### config.mk
export PLATFORM = sky130hd
export DESIGN_NAME = ring_port_arbiter
export DESIGN_NICKNAME = d
export VERILOG_FILES = /design/src/rtl/router_pkg.sv /design/src/rtl/rr_arb3.sv /design/src/rtl/ring_port_arbiter.sv
export SDC_FILE = /design/constraint.sdc
export NUM_CORES = 1
export LEC_CHECK = 0
export ABC_AREA = 1
export CORE_ASPECT_RATIO = 0.9
export CORE_MARGIN = 3
export CORE_UTILIZATION = 42
export CTS_BUF_LIST = sky130_fd_sc_hd__clkbuf_16
export DETAILED_ROUTE_END_ITERATION = 10
export GPL_TIMING_DRIVEN = 0
export PLACE_DENSITY_LB_ADDON = 0.05
export SYNTH_ARGS = -nofsm -noshare
export SYNTH_HDL_FRONTEND = slang
export SYNTH_HIERARCHICAL = 1
export SYNTH_SLANG_ARGS = --single-unit
### constraint.sdc
create_clock -name clk -period 3 [get_ports clk]
set_input_delay 0.75 -clock clk [delete_from_list [all_inputs] [get_ports clk]]
set_output_delay 0.75 -clock clk [all_outputs]
set_load 0.01 [all_outputs]
### src/rtl/router_pkg.sv
// Shared constants for the gold_router datapath.
// Packet field positions and requester indices.
package router_pkg;
  localparam int PACKET_SIZE = 64;
  localparam int VC_BIT      = 63;
  localparam int DIR_BIT     = 62;
  localparam int HOP_MSB     = 55;
  localparam int HOP_LSB     = 48;
  localparam int IDX_CW      = 0;
  localparam int IDX_CCW     = 1;
  localparam int IDX_PE      = 2;
endpackage

### src/rtl/rr_arb3.sv
// Combinational 3-way round-robin select.
// Scans req upward from ptr, wrapping 2 to 0.
module rr_arb3 (
  input  logic [2:0] req,
  input  logic [1:0] ptr,
  output logic [2:0] gnt
);
  always_comb begin
    gnt = 3'b000;
    case (ptr)
      2'd1: begin
        if (req[1])      gnt = 3'b010;
        else if (req[2]) gnt = 3'b100;
        else if (req[0]) gnt = 3'b001;
      end
      2'd2: begin
        if (req[2])      gnt = 3'b100;
        else if (req[0]) gnt = 3'b001;
        else if (req[1]) gnt = 3'b010;
      end
      default: begin
        if (req[0])      gnt = 3'b001;
        else if (req[1]) gnt = 3'b010;
        else if (req[2]) gnt = 3'b100;
      end
    endcase
  end
endmodule

### src/rtl/ring_port_arbiter.sv
// Output-channel arbiter: fills VC == polarity,
// drains VC == ~polarity onto the link.
module ring_port_arbiter
  import router_pkg::*;
(
  input  logic                   clk,
  input  logic                   reset,
  input  logic                   polarity,
  input  logic [2:0]             req_vc0,
  input  logic [2:0]             req_vc1,
  input  logic [PACKET_SIZE-1:0] din_cw,
  input  logic [PACKET_SIZE-1:0] din_ccw,
  input  logic [PACKET_SIZE-1:0] din_pe,
  output logic [2:0]             gnt,
  output logic                   so,
  input  logic                   ro,
  output logic [PACKET_SIZE-1:0] dout
);
  logic [1:0]             r_full;
  logic [PACKET_SIZE-1:0] r_data [2];
  logic [1:0]             r_rr   [2];

  logic [2:0]             w_req0;
  logic [2:0]             w_req1;
  logic [2:0]             w_gnt0;
  logic [2:0]             w_gnt1;
  logic [2:0]             w_gnt;
  logic [PACKET_SIZE-1:0] w_din;
  logic [1:0]             w_rr_nxt;

  // A full buffer blocks only its own VC's grants.
  assign w_req0 = req_vc0 & {3{~r_full[0]}};
  assign w_req1 = req_vc1 & {3{~r_full[1]}};

  rr_arb3 u_arb0 (.req(w_req0), .ptr(r_rr[0]), .gnt(w_gnt0));
  rr_arb3 u_arb1 (.req(w_req1), .ptr(r_rr[1]), .gnt(w_gnt1));

  assign w_gnt = reset ? 3'b000 : (polarity ? w_gnt1 : w_gnt0);
  assign gnt   = w_gnt;
  assign so    = r_full[~polarity];
  assign dout  = r_data[~polarity];

  always_comb begin
    w_din    = '0;
    w_rr_nxt = 2'd0;
    unique case (1'b1)
      w_gnt[IDX_CW]: begin
        w_din    = din_cw;
        w_rr_nxt = 2'd1;
      end
      w_gnt[IDX_CCW]: begin
        w_din    = din_ccw;
        w_rr_nxt = 2'd2;
      end
      w_gnt[IDX_PE]: begin
        w_din    = din_pe;
        w_rr_nxt = 2'd0;
      end
      default: ;
    endcase
  end

  always_ff @(posedge clk or posedge reset) begin
    if (reset) begin
      r_full    <= 2'b00;
      r_data[0] <= '0;
      r_data[1] <= '0;
      r_rr[0]   <= 2'd0;
      r_rr[1]   <= 2'd0;
    end else begin
      if (|w_gnt) begin
        r_full[polarity] <= 1'b1;
        r_data[polarity] <= w_din;
        r_rr[polarity]   <= w_rr_nxt;
      end
      // Drain clears only the flag; data stays visible.
      if (so && ro)
        r_full[~polarity] <= 1'b0;
    end
  end

  a_vc_match : assert property (
    @(posedge clk) disable iff (reset)
    (|w_gnt) |-> (w_din[VC_BIT] == polarity)
  );
endmodule

======== Yosys cells after proc, flatten, opt, wreduce, memory -nomap -nowiden ========
Cells that the tools add are included.
W data, S select, Z words.
word-level totals
  bits in registers ....................... 134
  bits of input ports ..................... 202
  output and inout port bits .............. 68
  word-level logic and storage cells ...... 72
operators by class
  order comparisons ....................... 7
  equal/unequal tests ..................... 4
  multiplexer cells ....................... 41
  bitwise logic cells ..................... 10
  reduce and logical (&&, ||, !) cells .... 5
operators with widths
  operator              number
  $mux W64              4
  $pmux W64 S3          1
  $bwmux W128           1
  $demux W64 S1         1
  $mux W3               16
  $pmux W3 S2           2
  $mux W2               5
  $and A3 B3 Y3         2
  $mux W1               6
  $bwmux W4             1
  $eq A2 B1 Y1 const B  2
  $eq A2 B2 Y1 const B  2
  $ge A2 B2 Y1 const B  2
  $logic_and A1 B1 Y1   4
  $lt A1 B2 Y1 const B  2
  $not A1 Y2            2
  $pmux W2 S2           1
  $not A1 Y1            3
  $reduce_or A3 Y1      1
  $and A2 B2 Y2         1
  $demux W1 S1          2
  $demux W2 S1          1
  $ge A1 B1 Y1 const B  2
  $lt A2 B1 Y1 const B  1
  2 further kinds       2

======== Logic depth before layout (Yosys ltp) ========
Gate-level depths: netlist (run 1).
  depth in word-level cells ............... 12
  depth in mapped cells ................... 16
  depth with buffers taken out ............ 14

======== Hierarchy ========
Netlist (run 1), hierarchy kept.
by module, submodules not included
  module             times used  cells each  area each (um2)
  ring_port_arbiter  1           1126        7786.2
  rr_arb3            2           28          146.4

======== Worst setup path after synthesis (run 1) ========
No wires, ideal clock.
  path kind ............................... input port to flip-flop
  from .................................... input reset
  to ...................................... register r_data[100] in the netlist's numbering
  library setup time ...................... 65 ps
  data arrival time ....................... 3263 ps
  data required time ...................... 2935 ps
  path slack .............................. -328 ps
  stages on the path ...................... 7
  buffers on the path ..................... 2
  cell sequence ........................... inv_2 > buf_2 > buf_2 > nand3_1 > nand3_1 > nand3_1 > nand2_1
between the ends
  longest elaborated chain between the ends .. 3
  elaborated cells between the ends (all ways) .. 4
ends and longest elaborated chain
  element                          RTL line                 text
  from (decl)                      ring_port_arbiter.sv:7   input logic reset,
  $mux W3 *                        ring_port_arbiter.sv:38  assign w_gnt = reset ? 3'b000 : (polarity ? w_gnt1 : w_gnt0);
  $pmux W64 S3                     ring_port_arbiter.sv:46  unique case (1'b1)
  $bwmux W128                      ring_port_arbiter.sv:73  r_data[polarity] <= w_din;
  to (signal, indexed assignment)  ring_port_arbiter.sv:73
  to (decl)                        ring_port_arbiter.sv:20  logic [PACKET_SIZE-1:0] r_data [2];
Every way passes the cells marked *; elsewhere a longest branch is shown, timed or not.
A chain may end at the register's enable or synchronous reset.

======== Worst setup path after layout (run 1) ========
  from .................................... input polarity
  to ...................................... output dout[28]
between the ends
  longest elaborated chain between the ends .. 5
ends and longest elaborated chain
  element                                       RTL line                 text
  from (decl)                                   ring_port_arbiter.sv:8   input logic polarity,
  $not A1 Y1                                    ring_port_arbiter.sv:41  assign dout = r_data[~polarity];
  $not A1 Y2                                    ring_port_arbiter.sv:41
  $mux W64 (implied by the code) (3 in series)  ring_port_arbiter.sv:41
  to (decl)                                     ring_port_arbiter.sv:17  output logic [PACKET_SIZE-1:0] dout
No other way between the ends. The select of a mux whose other input is x is not followed.

==> out/metrics.cfg, run 1 <==
[clocking]
root_buffer=clkbuf_16
clock_latency_ns=0.43
cts_buffer_depth=2
cts-buffers-inserted=17
cts_tree=done
clock-sinks=134
clk_pin_slew_ns=0.06
cts-hold-fix-buffers=0
cts_max_level=4

[sta]
whs_ns=0.477
fin_tns_setup_ns=0
post-route-period-util=0.982
skew_ns=0.00666
finalSetupViolCount=0
drv_slew=0
tightest_slew_ns=0.639
hold_violations=0
clock.fmax_mhz=339
relSlewSlack=0.574
fin_crit_ns=2.95
rsz0062_at_grt=true

[yosys]
synth_warnings=6
ys_seq_area_frac=0.415
synthCells=1182
ys_ff_latch=134
syn_nets=1392
synth_area_mm2=0.00808
synth_cell_types=21
avgSynthCellArea_um2=6.84

[pwr]
p_sw_mw=4.05
p_int_mw=5.97
p_sw_frac=0.404
power_frac_clock=0.208
p_leak_nw=6.05
p_comb_frac=0.476
ir_drop_mv=0.468
fin_total_pwr_mw=10.0
powerDensity_mw_per_mm2=847
p_seq_frac=0.316

[critical_path]
r2r_cells=14
crit_path_end=dout[28]
critPathArrivalTime_ns=2.20
required_ns=2.25
reg2reg_from=r_rr[2]
cp-end-kind=output port
r2r-end=r_data[67]
crit_fanout=10
startpoint=polarity
startpoint_type=primary input
rrSetupSlack_ns=0.51
path_class=primary input to output port

[floorplan]
num_io_pins=270
rows=47
start_util=0.433
design.core.area_mm2=0.0186
dieHeight_um=138
die_x_um=152
fp.dieArea_mm2=0.0209

[hold_path]
hold_class=flop to flop
hold_depth=2

[placed_design]
dp_hpwl_um=22100
io_buffers=268
gp_congestion=0.873

[detailed_routing]
postRouteAntennaNets=0
vias=9173
vias_per_cell=5.29
routed_wl_um=30200
drc_errors=0
drt_pass1_iterations=5
wl_per_cell_um=17.4
initialDrtViolationCount=776

[global_routing]
grt_util_all_layers=0.285
grt_overflow=0
grt_pass1_wl_um=47300
antenna_found_initial=1
grt_pass1_vias=8799
grt_max_degree=83

[final_layout]
nets=1685
final_core_util=0.634
fillers=1755
synthToLayoutAreaGrowth_pct=46.4
post_route_cells_drive_above_1_share=0.0948

[run]
max-cap-violations=0

[run_status]
status=complete, no violations

-- state kept, by name, indices dropped and copies added, names as in the netlist --
| register | flops |
|---|---|
| r_data | 128 |
| r_rr | 4 |
| r_full | 2 |
-- power by group through the flow --
stage,logic (mW),clock network [mW],registers [mW]
2_1_floorplan,2.71,0,3.06
3_3_place_gp,4.62,0,3.14
3_5_place_dp,4.69,0,3.17
4_1_cts,4.74,2.08,3.15
5_1_grt,5.27,2.17,3.27
6_report,4.77,2.08,3.17
-- critical path, stage by stage --
cell and delay, ns:
buf_4 0.15, buf_6 0.18, buf_6 0.20, buf_6 0.17, nand2_1 0.05, nand2_1 0.13
clkdlybuf4s50_1 0.56
-- cell usage in the layout, fill, tap and decap left out, types with 5 or more instances in the layout --
| cell | Yosys | final |
|---|---|---|
| nor2_1 | 19 | 13 |
| nand2_1 | 489 | 489 |
| inv_2 | 7 | 10 |
| clkdlybuf4s50_1 | 0 | 262 |
| buf_2 | 33 | 32 |
| clkbuf_4 | 2 | 7 |
| dfrtp_1 | 134 | 134 |
| nand3_1 | 387 | 387 |
| buf_4 | 13 | 21 |
| ha_1 | 8 | 8 |
| nand2_2 | 7 | 7 |
| buf_6 | 10 | 15 |
| clkinv_4 | 0 | 5 |
| inv_1 | 23 | 21 |
| buf_1 | 12 | 8 |
| clkbuf_1 | 28 | 17 |
| clkbuf_16 | 0 | 17 |
-- area by class of cell --
type | instances | area [um^2] | area share
inverters | 31 | 121 | 0.0103
diodes | 1 | 2.50 | 0.000212
well taps | 245 | 307 | 0.0259
clock inverters | 15 | 158 | 0.0133
plain buffers | 98 | 629 | 0.0532
multi-input cells | 919 | 4090 | 0.346
repair buffers | 274 | 2740 | 0.232
flip-flops and latches | 134 | 3350 | 0.284
clock buffers | 17 | 425 | 0.0360
-- metal layers --
layer | up-vias | track usage | share of wire
li1 | 4446 | - | -
met1 | 4322 | 0.382 | 0.43
met2 | 354 | 0.468 | 0.47
met3 | 51 | 0.0653 | 0.075
met4 | 0 | 0.0814 | 0.024
met5 | - | 0 | 0
-- synth_stat cells (all sizes together) --
cell / number / area, um^2
a21oi: 2 / 10.0
inv: 31 / 121
buf: 68 / 420
o21ai: 1 / 5.00
clkbuf: 30 / 120
nand3: 390 / 1970
dfrtp: 134 / 3350
nor2: 19 / 71.3
nand4: 2 / 12.5
nand2: 497 / 1890
ha: 8 / 100
-- worst min path at each step --
stage	startpoint	end	slack (ns)
after floorplan	r_data[100]	r_data[100]	0.45
after global placement	r_data[48]	r_data[48]	0.46
after detailed placement	r_data[97]	r_data[97]	0.47
after CTS	r_data[91]	r_data[91]	0.48
after global routing	r_data[16]	r_data[16]	0.49
final	r_data[20]	r_data[20]	0.48
-- repair_timing --
action                                  in CTS  in global routing
pin swaps                                    0                  3
buffers inserted                             0                  5
endpoints found under the setup margin      68                 43
gates resized for setup                     38                 30
-- kinds of logic after synthesis --
logic type	Yosys count	share of synthesized area
flops	134	0.415
buf+inv	129	0.0819
simple gates	908	0.489
compound gates	3	0.00186
fa+ha+maj	8	0.0124
-- per-stage QoR --
stage                     setup slack (ns)  instances  area, um^2
after floorplan                      0.454       1182        8080
after global placement              -0.798       1695       11100
after detailed placement            -0.408       1696       11100
after CTS                          -0.0814       1728       11800
after global routing               -0.0396       1734       11800
final                               0.0541       1734       11800
Power figures use the tool's default switching activity.
==> inputs of run 2 (changes only) <==
- HOLD_SLACK_MARGIN: not set -> 0.05
==> results of run 2 <==
No change in the layout: final DEF, timing and power equal those of run 1.
